## config.mk

```make
export PLATFORM = sky130hd
export DESIGN_NAME = dsp_writeback
export DESIGN_NICKNAME = d
export VERILOG_FILES = /design/src/rtl/dsp_pkg.sv /design/src/rtl/dsp_wb_fifo.sv /design/src/rtl/dsp_writeback.sv
export SDC_FILE = /design/constraint.sdc
export NUM_CORES = 1
export LEC_CHECK = 0
export BUFFER_PORTS_ARGS = -buffer_cell sky130_fd_sc_hd__buf_2
export CAP_MARGIN = 20
export CORE_AREA = 2 2 185 96
export DETAILED_ROUTE_END_ITERATION = 8
export DIE_AREA = 0 0 187 98
export GPL_TIMING_DRIVEN = 0
export MAX_ROUTING_LAYER = met4
export PLACE_DENSITY = 0.75
export SLEW_MARGIN = 5
export SYNTH_ARGS = -nofsm -noshare
export SYNTH_HDL_FRONTEND = slang
export SYNTH_HIERARCHICAL = 1
export SYNTH_SLANG_ARGS = --single-unit
```

## constraint.sdc

```tcl
create_clock -name clk -period 2.9 [get_ports clk]
set_input_delay 0.725 -clock clk [delete_from_list [all_inputs] [get_ports clk]]
set_output_delay 0.725 -clock clk [all_outputs]
set_load 0.05 [all_outputs]
```

## src/rtl/dsp_pkg.sv

```systemverilog
// Shared constants and types for the DSP core register-file write side.
package dsp_pkg;
   localparam int REG_ADDR_W = 4;
   localparam int NUM_REGS   = 16;
   localparam int DW         = 32;

   localparam logic [REG_ADDR_W-1:0] REG_ZERO = 4'd0;

   typedef struct packed {
      logic [REG_ADDR_W-1:0] rd;
      logic [DW-1:0]         data;
   } wr_req_t;
endpackage

```

## src/rtl/dsp_wb_fifo.sv

```systemverilog
// Synchronous FIFO with a first-word-fall-through head; holds buffered MAC results.
module dsp_wb_fifo #(
   parameter int DEPTH = 4,
   parameter int W     = 36
) (
   input  logic                   clk,
   input  logic                   rst_n,
   input  logic                   push,
   input  logic [W-1:0]           push_data,
   input  logic                   pop,
   output logic [W-1:0]           head,
   output logic                   full,
   output logic                   empty,
   output logic [$clog2(DEPTH):0] count
);
   localparam int AW = $clog2(DEPTH);
   localparam int CW = AW + 1;

   logic [W-1:0]  mem [DEPTH];
   logic [AW-1:0] wr_ptr;
   logic [AW-1:0] rd_ptr;
   logic          do_push;
   logic          do_pop;

   assign full    = (count == CW'(DEPTH));
   assign empty   = (count == '0);
   assign do_push = push && !full;
   assign do_pop  = pop && !empty;
   assign head    = mem[rd_ptr];

   // Power-of-two depth lets the pointers wrap by plain overflow.
   always_ff @(posedge clk) begin
      if (!rst_n) begin
         wr_ptr <= '0;
         rd_ptr <= '0;
         count  <= '0;
      end else begin
         if (do_push) wr_ptr <= wr_ptr + AW'(1);
         if (do_pop)  rd_ptr <= rd_ptr + AW'(1);
         case ({do_push, do_pop})
            2'b10:   count <= count + CW'(1);
            2'b01:   count <= count - CW'(1);
            default: count <= count;
         endcase
      end
   end

   always_ff @(posedge clk) begin
      if (do_push) mem[wr_ptr] <= push_data;
   end
endmodule

```

## src/rtl/dsp_writeback.sv

```systemverilog
// Register-file write master: ALU/MAC arbitration with starvation guard,
// registered write port, and pending-destination scoreboard for MAC hazards.
module dsp_writeback
   import dsp_pkg::*;
#(
   parameter int DEPTH        = 4,
   parameter int STARVE_LIMIT = 3,
   parameter int DW           = 32
) (
   input  logic                   clk,
   input  logic                   rst_n,
   input  logic                   alu_valid,
   output logic                   alu_ready,
   input  logic [REG_ADDR_W-1:0]  alu_rd,
   input  logic [DW-1:0]          alu_data,
   input  logic                   mac_valid,
   output logic                   mac_ready,
   input  logic [REG_ADDR_W-1:0]  mac_rd,
   input  logic [DW-1:0]          mac_data,
   input  logic                   issue_valid,
   input  logic [REG_ADDR_W-1:0]  issue_rd,
   output logic                   we,
   output logic [REG_ADDR_W-1:0]  rw,
   output logic [DW-1:0]          wdata,
   output logic [NUM_REGS-1:0]    pending,
   output logic [$clog2(DEPTH):0] fifo_count
);
   localparam int SW = (STARVE_LIMIT < 1) ? 1 : $clog2(STARVE_LIMIT + 1);
   localparam int FW = REG_ADDR_W + DW;

   logic                  fifo_full;
   logic                  fifo_empty;
   logic [FW-1:0]         fifo_head;
   logic [REG_ADDR_W-1:0] head_rd;
   logic [DW-1:0]         head_data;
   logic                  force_mac;
   logic                  alu_win;
   logic                  pop;
   logic                  win_valid;
   logic [REG_ADDR_W-1:0] win_rd;
   logic [DW-1:0]         win_data;
   logic [SW-1:0]         starve_cnt;
   logic [SW-1:0]         starve_nxt;
   logic [NUM_REGS-1:0]   pending_nxt;

   // Handshake: a transfer happens in any cycle where valid && ready are both
   // high at the rising edge; ready never depends on same-cycle valid, and a
   // source seeing valid && !ready must hold its payload until accepted.
   assign mac_ready = !fifo_full;

   dsp_wb_fifo #(.DEPTH(DEPTH), .W(FW)) u_fifo (
      .clk       (clk),
      .rst_n     (rst_n),
      .push      (mac_valid && mac_ready),
      .push_data ({mac_rd, mac_data}),
      .pop       (pop),
      .head      (fifo_head),
      .full      (fifo_full),
      .empty     (fifo_empty),
      .count     (fifo_count)
   );

   assign {head_rd, head_data} = fifo_head;

   assign force_mac = !fifo_empty && (starve_cnt >= SW'(STARVE_LIMIT));
   assign alu_ready = !force_mac;
   assign alu_win   = alu_valid && !force_mac;
   assign pop       = !alu_win && !fifo_empty;
   assign win_valid = alu_win || pop;
   assign win_rd    = alu_win ? alu_rd : head_rd;
   assign win_data  = alu_win ? alu_data : head_data;

   always_comb begin
      starve_nxt = starve_cnt;
      if (fifo_empty || pop) begin
         starve_nxt = '0;
      end else if (alu_win && (starve_cnt < SW'(STARVE_LIMIT))) begin
         starve_nxt = starve_cnt + SW'(1);
      end
   end

   // A set from a new issue overrides the clear from a same-cycle pop.
   always_comb begin
      pending_nxt = pending;
      if (pop) pending_nxt[head_rd] = 1'b0;
      if (issue_valid && (issue_rd != REG_ZERO)) pending_nxt[issue_rd] = 1'b1;
      pending_nxt[REG_ZERO] = 1'b0;
   end

   always_ff @(posedge clk) begin
      if (!rst_n) begin
         starve_cnt <= '0;
         pending    <= '0;
         we         <= 1'b0;
         rw         <= '0;
         wdata      <= '0;
      end else begin
         starve_cnt <= starve_nxt;
         pending    <= pending_nxt;
         // r0 winners are consumed but never reach the register file.
         we         <= win_valid && (win_rd != REG_ZERO);
         if (win_valid) begin
            rw    <= win_rd;
            wdata <= win_data;
         end
      end
   end
endmodule

```

==> results_dict.tcl <==
set metrics [dict create \
    status "finished clean" \
    m1WireLength_um 8860 \
    place.gp.congestion 0.852 \
    synth_fa_ha_area_share_pct 1.13 \
    nets 769 \
    synth-simple-area-share_pct 8.71 \
    cts_made_buffers 19 \
    wl_um 19800 \
    power.density_nw_per_um2 871 \
    cts.sink_count 207 \
    grt_max_degree 29 \
    tightest_slew_ns 0.636 \
    synth_top_family_by_area "compound AO/OA/AOI/OAI gates" \
    max_stage_delay_ns 0.35 \
    muxShareOfSynthArea_pct 9.89 \
    synth_cell_types 44 \
    drv_slew 0 \
    dp.cells 895 \
    drc 0 \
    start_util_pct 49.7 \
    layout_setup_ws_ns 0.175 \
    synth_nets 609 \
    layout_min_cycle_time_ns 2.72 \
    vdd_drop_max_mv 0.600 \
    floorplan.rows 34 \
    vias_per_cell 5.70 \
    dp_hpwl_um 13700 \
    max_freq_ghz 0.367 \
    utilization_pct 59.7 \
    met3WireLength_um 2010 \
    hold_viol 0 \
    dr_total_vias 5320 \
    cts_tree "done" \
    avgSynthCellArea_um2 16.1 \
    n_fill_cell 1280 \
    start_kind "flop" \
    final_cells 934 \
    setup_viol_count_final 0 \
    die_x_um 187 \
    path_delay_family "buffers and inverters" \
    post_dp_cell_area_um2 9480 \
    synth_area_leaders "edfxtp_1 51%, dfxtp_1 15%, mux4_2 9.7%" \
    ys_warn_count 6 \
    first_global_vias 5347 \
    die_area_um2 18300 \
    fin_worst_skew_ns 0.00858 \
    netlist_area_um2 8400 \
    seq_area_frac_synth_pct 66.5 \
    numPortBuffers 136 \
    syn_to_final_growth_pct 19.9 \
    slew_headroom_pct 57.6 \
    core_um2 16900 \
    post-place-ws_ns -0.308 \
    cp.required_ns 2.17 \
    crit_type "flop to output port" \
    grt-ovfl-total 0 \
    topRoutingLayerUsed "met4" \
    rsz0062_at_grt "false" \
    io_pins 139 \
    final.period_utilization_pct 93.9 \
    wl_met2_um 8640 \
    drt_iter0_drc 592 \
    maxCapViolCount 0 \
    cp_num_buf_inv 4 \
    power.leakage_nw 3.86 \
    critPathArrivalTime_ns 2.00 \
    cp_cell_sequence "nor3_4 > buf_6 > nor2b_4 > inv_4 > buf_6 > buf_2" \
    path_common_cell "buf_6" \
    yosysTopAreaCellShare_pct 51.5 \
    path_clk_slew_ns 0.06 \
    synth_largest_area_cell "edfxtp_1" \
    postSynthCellCount 521 \
    cts_root_buffer "clkbuf_16" \
    layout.cell_area.non_filler_um2 10100 \
    hold_class "flop to flop" \
    cpMaxStageDelayCell "dfxtp_2" \
    grt_pass1_wl_um 30200 \
    worstSkewPairLatency_ns 0.48 \
    grt.total_usage_pct 22.2 \
    final_antenna_net_count 0 \
    multi_input_area_um2 2550 \
    cts.path.max_buffers 3 \
    die_y_um 98 \
    synth_xor_area_share_pct 0.209 \
    synth_compound_area_share_pct 10.1 \
    drive_above_1_share_pct 34.8 \
    avgRoutedWirePerCell_um 21.1 \
    htreeDepth 1 \
    cp_max_fo 10 \
    firstDrtPassIters 5 \
    seq_area_um2 5590 \
    endpoint_kind "output port" \
    synth-seq-cells 207 \
    antenna_found_initial 4 \
]
## through the flow
stage               setup TNS [ns]  hold slack, ns  power [mW]
CTS                              0           0.436        8.80
finish                           0           0.438        8.77
detailed placement          -0.395           0.429        6.47
global placement            -32.86           0.416        6.34
floorplan                        0           0.406        5.69
global route                     0           0.444        9.16
## metal layers
layer  GRT usage (%)  vias to the layer above
met5               -                        -
met4            3.48                        0
met3            6.33                       25
met2            32.5                      243
met1            31.8                     2657
li1                -                     2395
## where the power goes
part | switching (mW) | total, mW | internal [mW]
logic | 1.71 | 2.74 | 1.02
registers | 0.155 | 3.70 | 3.55
clock network | 1.01 | 2.33 | 1.32
total | 2.88 | 8.77 | 5.89
## cell type report
class,count,share of cell area (%)
tap,234,2.91
sequential,207,55.5
buffer,38,2.51
clock buffer,32,5.60
multi-input combinational,267,25.3
antenna,7,0.174
inverter,8,0.323
timing repair buffer,140,7.70
clock inverter,1,0.0373
## state kept, by name (all words and copies together) (netlist names), named ones only
register,cells
pending,15
rw,4
starve_cnt,2
u_fifo/count,3
u_fifo/mem,144
u_fifo/rd_ptr,2
u_fifo/wr_ptr,2
wdata,32
we,1
## cells in the final DEF (no fill, tap or decap), types with 6 or more instances in the layout
cell         n
a221o_1     32
and2b_1      9
buf_2      147
clkbuf_1    24
clkbuf_16   19
dfxtp_1     60
diode_2      7
edfxtp_1   144
ha_1         6
inv_1        6
mux4_2      36
nand2_1     25
nand2b_1     6
nand3b_1     6
nor2b_1     27
nor3b_1      6
nor4_1      12
o211a_1     32
o21ai_0     10
o22ai_1     15
## repair_timing
action | 4_1_cts | 5_1_grt
gates resized for setup | 2 | 4
setup endpoints to repair | 1 | 3
hold buffers | 0 | 0
pin swaps | 0 | 0
buffers inserted | 0 | 0
## Yosys cell counts, drive strengths merged
master / n
a211oi: 5
a21boi: 2
a221o: 32
a311oi: 1
and2: 6
and2b: 9
buf: 22
clkbuf: 17
conb: 1
dfxtp: 63
edfxtp: 144
fa: 1
ha: 6
inv: 8
mux2i: 2
mux4: 36
nand2: 26
nand2b: 6
nand3: 3
nand3b: 6
nand4bb: 1
nor2: 5
nor2b: 29
nor3: 6
nor3b: 7
nor4: 12
o211a: 32
o21ai: 10
o22ai: 15
or2: 2
or3: 2
or3b: 2
xnor2: 1
xor2: 1
## path summary, 6_finish.rpt
check,start,end,slack [ns],depth (start not counted)
hold reg to reg,starve_cnt[0]$_SDFFE_PP0P_,starve_cnt[0]$_SDFFE_PP0P_,0.44,1
setup / recovery,u_fifo/count[2]$_SDFFE_PN0P_,alu_ready,0.18,6
setup reg to reg,u_fifo/count[0]$_SDFFE_PN0P_,u_fifo/count[2]$_SDFFE_PN0P_,0.21,11
hold / removal,starve_cnt[0]$_SDFFE_PP0P_,starve_cnt[0]$_SDFFE_PP0P_,0.44,1
## cells by family (layout without fill, tap and decap cells)
family                     Yosys count  count (layout)
xor gates and xnor gates             2               2
AOI/OAI and AO/OA                   97              97
muxes                               38              38
adders and majority gates            7               7
DFF                                207             207
and+or+nand+nor                    122             122
other                                1               8
buffers and inverters               47             219
(Power assumes the default switching activity.)
